`src/rtl/note_tone_gen.sv`:
```
// Note tone generator: picks the lowest selected note, tracks the octave from
// the button edges and divides clk down to a 50% duty square wave.
module note_tone_gen #(
  parameter int unsigned SIM_SHIFT = 0,
  parameter int unsigned OCT_RESET = 4
) (
  input  logic       clk,
  input  logic       rst,
  input  logic [6:0] note_switches,
  input  logic       inc_octave,
  input  logic       dec_octave,
  output logic       audio_out,
  output logic       tone_active,
  output logic [2:0] note_idx,
  output logic [2:0] octave
);

  localparam int unsigned HALF_W  = 20;
  localparam int unsigned NOTE_W  = 3;
  localparam int unsigned OCT_W   = 3;
  localparam int unsigned NUM_SW  = 7;
  localparam logic [OCT_W-1:0] OCT_MIN = OCT_W'(2);
  localparam logic [OCT_W-1:0] OCT_MAX = OCT_W'(6);
  localparam logic [OCT_W-1:0] OCT_MID = OCT_W'(4);

  logic [NOTE_W-1:0] note_idx_q, note_idx_d;
  logic [OCT_W-1:0]  octave_q, octave_d;
  logic [HALF_W-1:0] cnt_q, cnt_d;
  logic              audio_q, audio_d;
  logic              tone_active_q, tone_active_d;
  logic              inc_prev_q, inc_prev_d;
  logic              dec_prev_q, dec_prev_d;

  logic [HALF_W-1:0] base_c;
  logic [HALF_W-1:0] base_shift_c;
  logic [HALF_W-1:0] half_c;
  logic [HALF_W-1:0] half_m1_c;
  logic              inc_edge_c;
  logic              dec_edge_c;
  logic              cfg_change_c;

  // Octave-4 half-period of the registered note, scaled to the registered octave
  always_comb begin
    base_c = '0;
    case (note_idx_q)
      NOTE_W'(1): base_c = HALF_W'(191113);
      NOTE_W'(2): base_c = HALF_W'(170262);
      NOTE_W'(3): base_c = HALF_W'(151686);
      NOTE_W'(4): base_c = HALF_W'(143173);
      NOTE_W'(5): base_c = HALF_W'(127553);
      NOTE_W'(6): base_c = HALF_W'(113636);
      NOTE_W'(7): base_c = HALF_W'(101239);
      default:    base_c = '0;
    endcase
    base_shift_c = base_c >> SIM_SHIFT;
    if (octave_q >= OCT_MID) begin
      half_c = base_shift_c >> (octave_q - OCT_MID);
    end else begin
      half_c = base_shift_c << (OCT_MID - octave_q);
    end
    half_m1_c = half_c - HALF_W'(1);
  end

  // Next note, octave, divider counter and speaker level
  always_comb begin
    note_idx_d    = '0;
    octave_d      = octave_q;
    cnt_d         = '0;
    audio_d       = 1'b0;
    inc_prev_d    = inc_octave;
    dec_prev_d    = dec_octave;
    inc_edge_c    = inc_octave & ~inc_prev_q;
    dec_edge_c    = dec_octave & ~dec_prev_q;

    // Ascending scan: higher bits (lower pitch) overwrite, so C wins
    for (int unsigned i = 0; i < NUM_SW; i++) begin
      if (note_switches[i]) begin
        note_idx_d = NOTE_W'(NUM_SW - i);
      end
    end
    tone_active_d = (note_idx_d != '0);

    if (inc_edge_c && !dec_edge_c && (octave_q < OCT_MAX)) begin
      octave_d = octave_q + OCT_W'(1);
    end else if (dec_edge_c && !inc_edge_c && (octave_q > OCT_MIN)) begin
      octave_d = octave_q - OCT_W'(1);
    end

    cfg_change_c = (note_idx_d != note_idx_q) || (octave_d != octave_q);

    if (cfg_change_c || !tone_active_q) begin
      cnt_d   = '0;
      audio_d = 1'b0;
    end else if (cnt_q >= half_m1_c) begin
      cnt_d   = '0;
      audio_d = ~audio_q;
    end else begin
      cnt_d   = cnt_q + HALF_W'(1);
      audio_d = audio_q;
    end
  end

  // State registers with synchronous active-low reset
  always_ff @(posedge clk) begin
    if (!rst) begin
      note_idx_q    <= '0;
      octave_q      <= OCT_W'(OCT_RESET);
      cnt_q         <= '0;
      audio_q       <= 1'b0;
      tone_active_q <= 1'b0;
      inc_prev_q    <= 1'b0;
      dec_prev_q    <= 1'b0;
    end else begin
      note_idx_q    <= note_idx_d;
      octave_q      <= octave_d;
      cnt_q         <= cnt_d;
      audio_q       <= audio_d;
      tone_active_q <= tone_active_d;
      inc_prev_q    <= inc_prev_d;
      dec_prev_q    <= dec_prev_d;
    end
  end

  assign audio_out   = audio_q;
  assign tone_active = tone_active_q;
  assign note_idx    = note_idx_q;
  assign octave      = octave_q;

endmodule

```
`config.mk`:
```
export PLATFORM = sky130hd
export DESIGN_NAME = note_tone_gen
export DESIGN_NICKNAME = d
export VERILOG_FILES = /design/src/rtl/note_tone_gen.sv
export SDC_FILE = /design/constraint.sdc
export NUM_CORES = 1
export LEC_CHECK = 0
export ABC_AREA = 1
export BUFFER_PORTS_ARGS = -buffer_cell sky130_fd_sc_hd__buf_2
export CAP_MARGIN = 25
export CORE_UTILIZATION = 55
export CTS_BUF_LIST = sky130_fd_sc_hd__clkbuf_16
export DETAILED_ROUTE_END_ITERATION = 12
export PLACE_DENSITY = 0.73
export RECOVER_POWER = 25
export SLEW_MARGIN = 10
export SYNTH_ARGS = -nofsm -noshare
export SYNTH_HDL_FRONTEND = slang
export SYNTH_SLANG_ARGS = --single-unit
```
`constraint.sdc`:
```
create_clock -name clk -period 5.5 [get_ports clk]
set_clock_uncertainty 0.1 [all_clocks]
set_input_delay 0.825 -clock clk [delete_from_list [all_inputs] [get_ports clk]]
set_output_delay 0.825 -clock clk [all_outputs]
set_load 0.05 [all_outputs]
```
### After elaboration in Yosys (flattened, before gate mapping)

Cells that the tools add are included.

* bits in registers: 30
* output and inout bits: 8
* logic and storage cells: 57

* add/subtract/negate cells: 6
* magnitude comparators: 4
* equal/unequal tests: 9
* shift-type cells: 2
* mux-type cells: 11
* bitwise operators: 6
* reductions and logical operators: 12

Operators with widths (number)
* 18-bit one-hot mux with 7 select lines: 1
* 3-bit two-way mux: 9
* 20-bit by 1-bit adder with 20-bit output (second input constant): 1
* 20-bit greater-or-equal comparator: 1
* 20-bit two-way mux: 1
* 20-bit by 3-bit left shift with 20-bit output: 1
* 20-bit by 3-bit right shift with 20-bit output: 1
* 20-bit by 1-bit subtractor with 20-bit output (second input constant): 1
* 3-bit equality test (second input constant): 4
* 3-bit by 2-bit equality test with 1-bit output (second input constant): 2
* 3-bit != test: 2
* 1-bit logical AND: 4
* 1-bit inverter: 4
* 3-bit by 1-bit adder with 3-bit output (second input constant): 1
* 3-bit by 1-bit equality test with 1-bit output (second input constant): 1
* 3-bit greater-or-equal comparator (second input constant): 1
* 3-bit by 2-bit > comparator with 1-bit output (second input constant): 1
* 1-bit zero test: 3
* 3-bit < comparator (second input constant): 1
* 3-bit nonzero test: 1
* 3-bit OR reduction: 1
* 3-bit by 1-bit subtractor with 3-bit output (second input constant): 1
* 3-bit subtractor (first input constant): 1
* 3-bit subtractor (second input constant): 1
* 3 further kinds: 5

### Longest topological paths before layout

* depth after elaboration: 11
* gate-level depth with buffers: 27
* gate-level depth less buffers: 24

### Worst setup path after synthesis

Ideal clock, no wire load.

* path type: register to register
* start point: register octave_q[0], in the netlist octave[0]
* end point: register cnt_q[17]
* arrival: 4.031 ns
* slack: 1.252 ns
* cell stages (with the launch flop): 25
* path buffers: 5
* clock period less this slack: 4.248 ns
* cells stage by stage: dfxtp_1 -> buf_6 -> inv_2 -> buf_6 -> buf_2 -> ha_1 -> buf_2 -> nor2_1 -> inv_1 -> o21ai_0 -> nor2_1 -> ha_1 -> inv_1 -> nor3_1 -> nor2_1 -> ha_1 -> nand2_1 -> nor2_1 -> nand2_1 -> inv_1 -> nand3_1 -> nand4_1 -> nand2b_1 -> buf_2 -> nor2_1

* cells in the longest elaborated chain, start to end: 8

RTL lines
* from (decl): RTL line 27 `logic [OCT_W-1:0] octave_q, octave_d;`
* from (signal assigned): RTL line 107 `octave_q <= OCT_W'(OCT_RESET);`
* from (signal assigned): RTL line 115 `octave_q <= octave_d;`
* parallel branches: the longest is 7 deep, another holds 20-bit by 1-bit subtractor with 20-bit output
* 3-bit OR reduction (no line) (*)
* to (signal assigned): RTL line 116 `cnt_q <= cnt_d;`
* to (decl): RTL line 28 `logic [HALF_W-1:0] cnt_q, cnt_d;`

Mark *: on every way between the ends.
A chain may end at the register's enable or synchronous reset.

### Final worst setup path

* start point: register octave_q[1], in the netlist octave[1]
* end point: register cnt_q[9]

Same word-level chain as after synthesis.

==> impl_results.md <==
- Status: completed
- Latest clock arrival within the worst-skew pair: 0.28 ns
- Overall routing resource usage: 29.6%
- Fin. max-slew vios: 0
- Ant. Diodes: 0
- CTS tree: yes
- Hold depth: 1
- Area grow syn2layout: 8.31%
- Hold crit path type: register to register
- Clk sinks: 30
- R2r worst-path depth: 19
- # H-tree levels: 2
- Syn nets: 593
- Grt peak-use layer: met2
- CP max FO: 20
- P_leak: 1.84 nW
- Maximum VDD drop: 0.239 mV
- Mean Syn Cell Area: 6.07 µm²
- Hold_buf cts: 0
- CTS max path bufs: 2
- Vias in the first global route: 3286
- Fin crit period: 4.48 ns
- CTS Buf Count: 5
- Tot Pwr: 0.00103 W
- Period utilization: 81.5%
- First-pass iteration count of the detailed router: 5
- Data required, critical path: 5.53 ns
- GR Layer Usage met1: 39.4%
- Worst-path clk slew: 0.05 ns
- Core Util, Final: 62.0%
- Largest net degree at the start of global routing: 23
- CP Capture Type: register
- Worst path top cell family by delay: simple AND/OR/NAND/NOR gates
- Cell mode on critical path: nor2_1
- Die width: 80.5 µm
- Slew margin rel.: 49.8%
- Core box area: 5920 µm²
- GR Layer Usage met2: 49.1%
- WP buf/inv: 4
- Crit-path cells: inv_2, ha_1, nor2_1, inv_1, o21ai_0, nor2_1, ha_1, inv_1, nor3_1, nor2_1, ha_1, nand2_1, nor2_1, nand2_1, inv_1, nand3_1, nand4_1, nand2b_1, nor2_1
- Site Rows: 28
- IO Pins: 19
- Worst Min Path Start: cnt_q[0]$_SDFF_PP0_
- Gate Count Post-Synth: 558
- Crit-path slowest cell: nand2b_1
- Pwr dens: 280 nW/µm²
- Post-layout nets: 606
- Synthesized area: 3390 µm²
- Crit start category: register
- RSZ-0062 raised after global routing: no
- CP peak stage delay: 0.62 ns
- Crit path DAT: 4.52 ns
- Post-synth cell types: 41
- Layout cells sized above 1: 13.5%
- Fin. Hold Viols: 0
- Crit Reg-Reg Endpoint: cnt_q[9]$_SDFF_PP0_
- 1st-iter DRT viols: 306
- R2r startpoint: octave[1]$_SDFF_PN0_
- Via-per-instance ratio: 5.51
- Critical path class: register to register
- Initial core utilization: 57.2%
- DRC errors left: 0
- Hold path endpoint: cnt_q[0]$_SDFF_PP0_
- Post_cts resized: 0
- Wire length per cell: 13.6 µm
- Register area share after synthesis: 17.7%
- Die Height: 80.5 µm
- Yosys reg bits: 30
- First-pass GRT wire length: 14800 µm
- Gr ovfl total: 0
- Die area: 6480 µm²
- PortBufs: 18
- Slew @ Worst Pin: 0.753 ns
- Final HPWL DP: 6990 µm
- CTS root buffer: clkbuf_16
- MaxCap Viol Count: 0
- Setup TNS: 0 ns
- GP Congestion: 0.954
- FF-to-FF setup slack: 1.02 ns
- Setup-failing EPs final: 0
- Post-route ant nets: 0
- Via count: 3567
- Initial antenna violation count: 0
- YS warnings: 0
- FMAX: 223 MHz
- Final wirelength: 8820 µm
- Met3 global-route usage: 4.89%
- Setup bufs post-CTS: 0
flip-flops by register name, indices dropped and copies added, names as in the netlist:
| name | flops |
|---|---|
| audio_out | 1 |
| cnt_q | 20 |
| dec_prev_q | 1 |
| inc_prev_q | 1 |
| note_idx | 3 |
| octave | 3 |
| tone_active | 1 |
stage by stage:
| stage | std cells | area (µm²) | hold WS, ns | worst slack [ns] |
|---|---|---|---|---|
| 6_report | 647 | 3670 | 0.366 | 1.02 |
| 5_1_grt | 647 | 3670 | 0.413 | 0.527 |
| 4_1_cts | 647 | 3680 | 0.372 | 1.05 |
| 3_5_place_dp | 639 | 3490 | 0.357 | 1.05 |
| 3_3_place_gp | 639 | 3490 | 0.347 | 1.21 |
| 2_1_floorplan | 558 | 3390 | 0.330 | 1.25 |
synth_stat cells, drive strengths merged:
cell	count	area [µm²]
a211oi	1	7.51
a21boi	2	15.0
a21oi	24	131
a22oi	3	22.5
a31oi	4	25.0
a32oi	1	8.76
and2	1	6.26
buf	13	101
clkbuf	2	7.51
dfxtp	30	601
ha	24	300
inv	64	243
nand2	162	673
nand2b	1	6.26
nand3	64	345
nand3b	2	15.0
nand4	8	50.1
nor2	87	385
nor3	8	51.3
nor3b	1	12.5
nor4	1	6.26
o2111ai	1	8.76
o211ai	4	30.0
o21a	2	15.0
o21ai	26	130
o31ai	1	7.51
xnor2	6	52.6
xor2	15	131
report_power, final:
group | internal (W) | switching, W
Sequential | 0.000223 | 0.0000101
Combinational | 0.000138 | 0.000300
Clock | 0.000258 | 0.0000978
Total | 0.000619 | 0.000408
layout make-up:
| class | count | area, µm² |
|---|---|---|
| Multi-Input combinational cell | 449 | 2440 |
| Fill cell | 595 | 2250 |
| Sequential cell | 30 | 601 |
| Inverter | 64 | 243 |
| Clock buffer | 5 | 125 |
| Timing Repair Buffer | 21 | 108 |
| Tap cell | 75 | 93.8 |
| Clock inverter | 3 | 63.8 |
routing by layer:
metal,wire length (µm),part of all wire [%]
met1,4150,47
met2,3970,45
met3,555,6.3
met4,145,1.6
met5,0,0
how the worst max path moves through the flow:
| stage | from | end | slack [ns] | cells past startpoint |
|---|---|---|---|---|
| detailed placement | octave[1]$_SDFF_PN0_ | cnt_q[9]$_SDFF_PP0_ | 1.05 | 19 |
| finish | octave[1]$_SDFF_PN0_ | cnt_q[9]$_SDFF_PP0_ | 1.02 | 19 |
| global placement | octave[1]$_SDFF_PN0_ | cnt_q[17]$_SDFF_PP0_ | 1.21 | 17 |
| global route | octave[1]$_SDFF_PN0_ | cnt_q[16]$_SDFF_PP0_ | 0.53 | 19 |
| CTS | octave[1]$_SDFF_PN0_ | cnt_q[9]$_SDFF_PP0_ | 1.05 | 19 |
| floorplan | octave[0]$_SDFF_PN0_ | cnt_q[17]$_SDFF_PP0_ | 1.25 | 24 |
cell usage in the layout, fill, tap and decap left out, types with 2 or more instances in the layout:
master	n
clkbuf_1	4
nand3b_1	2
nor2_2	8
nor2_4	3
dfxtp_1	30
a22oi_1	3
buf_4	3
nand2_2	20
o21ai_0	26
bufinv_16	2
xnor2_1	6
a21oi_1	21
nand3_1	59
nor2_1	75
o211ai_1	4
nand4_1	8
buf_2	14
a31oi_1	4
ha_1	24
a21oi_2	3
inv_1	55
inv_2	8
nor3_1	7
nand2_4	2
xor2_1	15
clkbuf_16	5
o21a_1	2
nand2_1	140
nand3_2	5
kinds of logic (layout without fill, tap and decap cells):
group | count (synthesis) | after routing | synth area share [%]
AOI/OAI and AO/OA | 69 | 69 | 11.8
xor gates and xnor gates | 21 | 21 | 5.43
adders and majority gates | 24 | 24 | 8.86
buffers and inverters | 79 | 93 | 10.4
DFF | 30 | 30 | 17.7
and+or+nand+nor | 335 | 335 | 45.8
No activity file was read; power rests on OpenSTA's default activity.
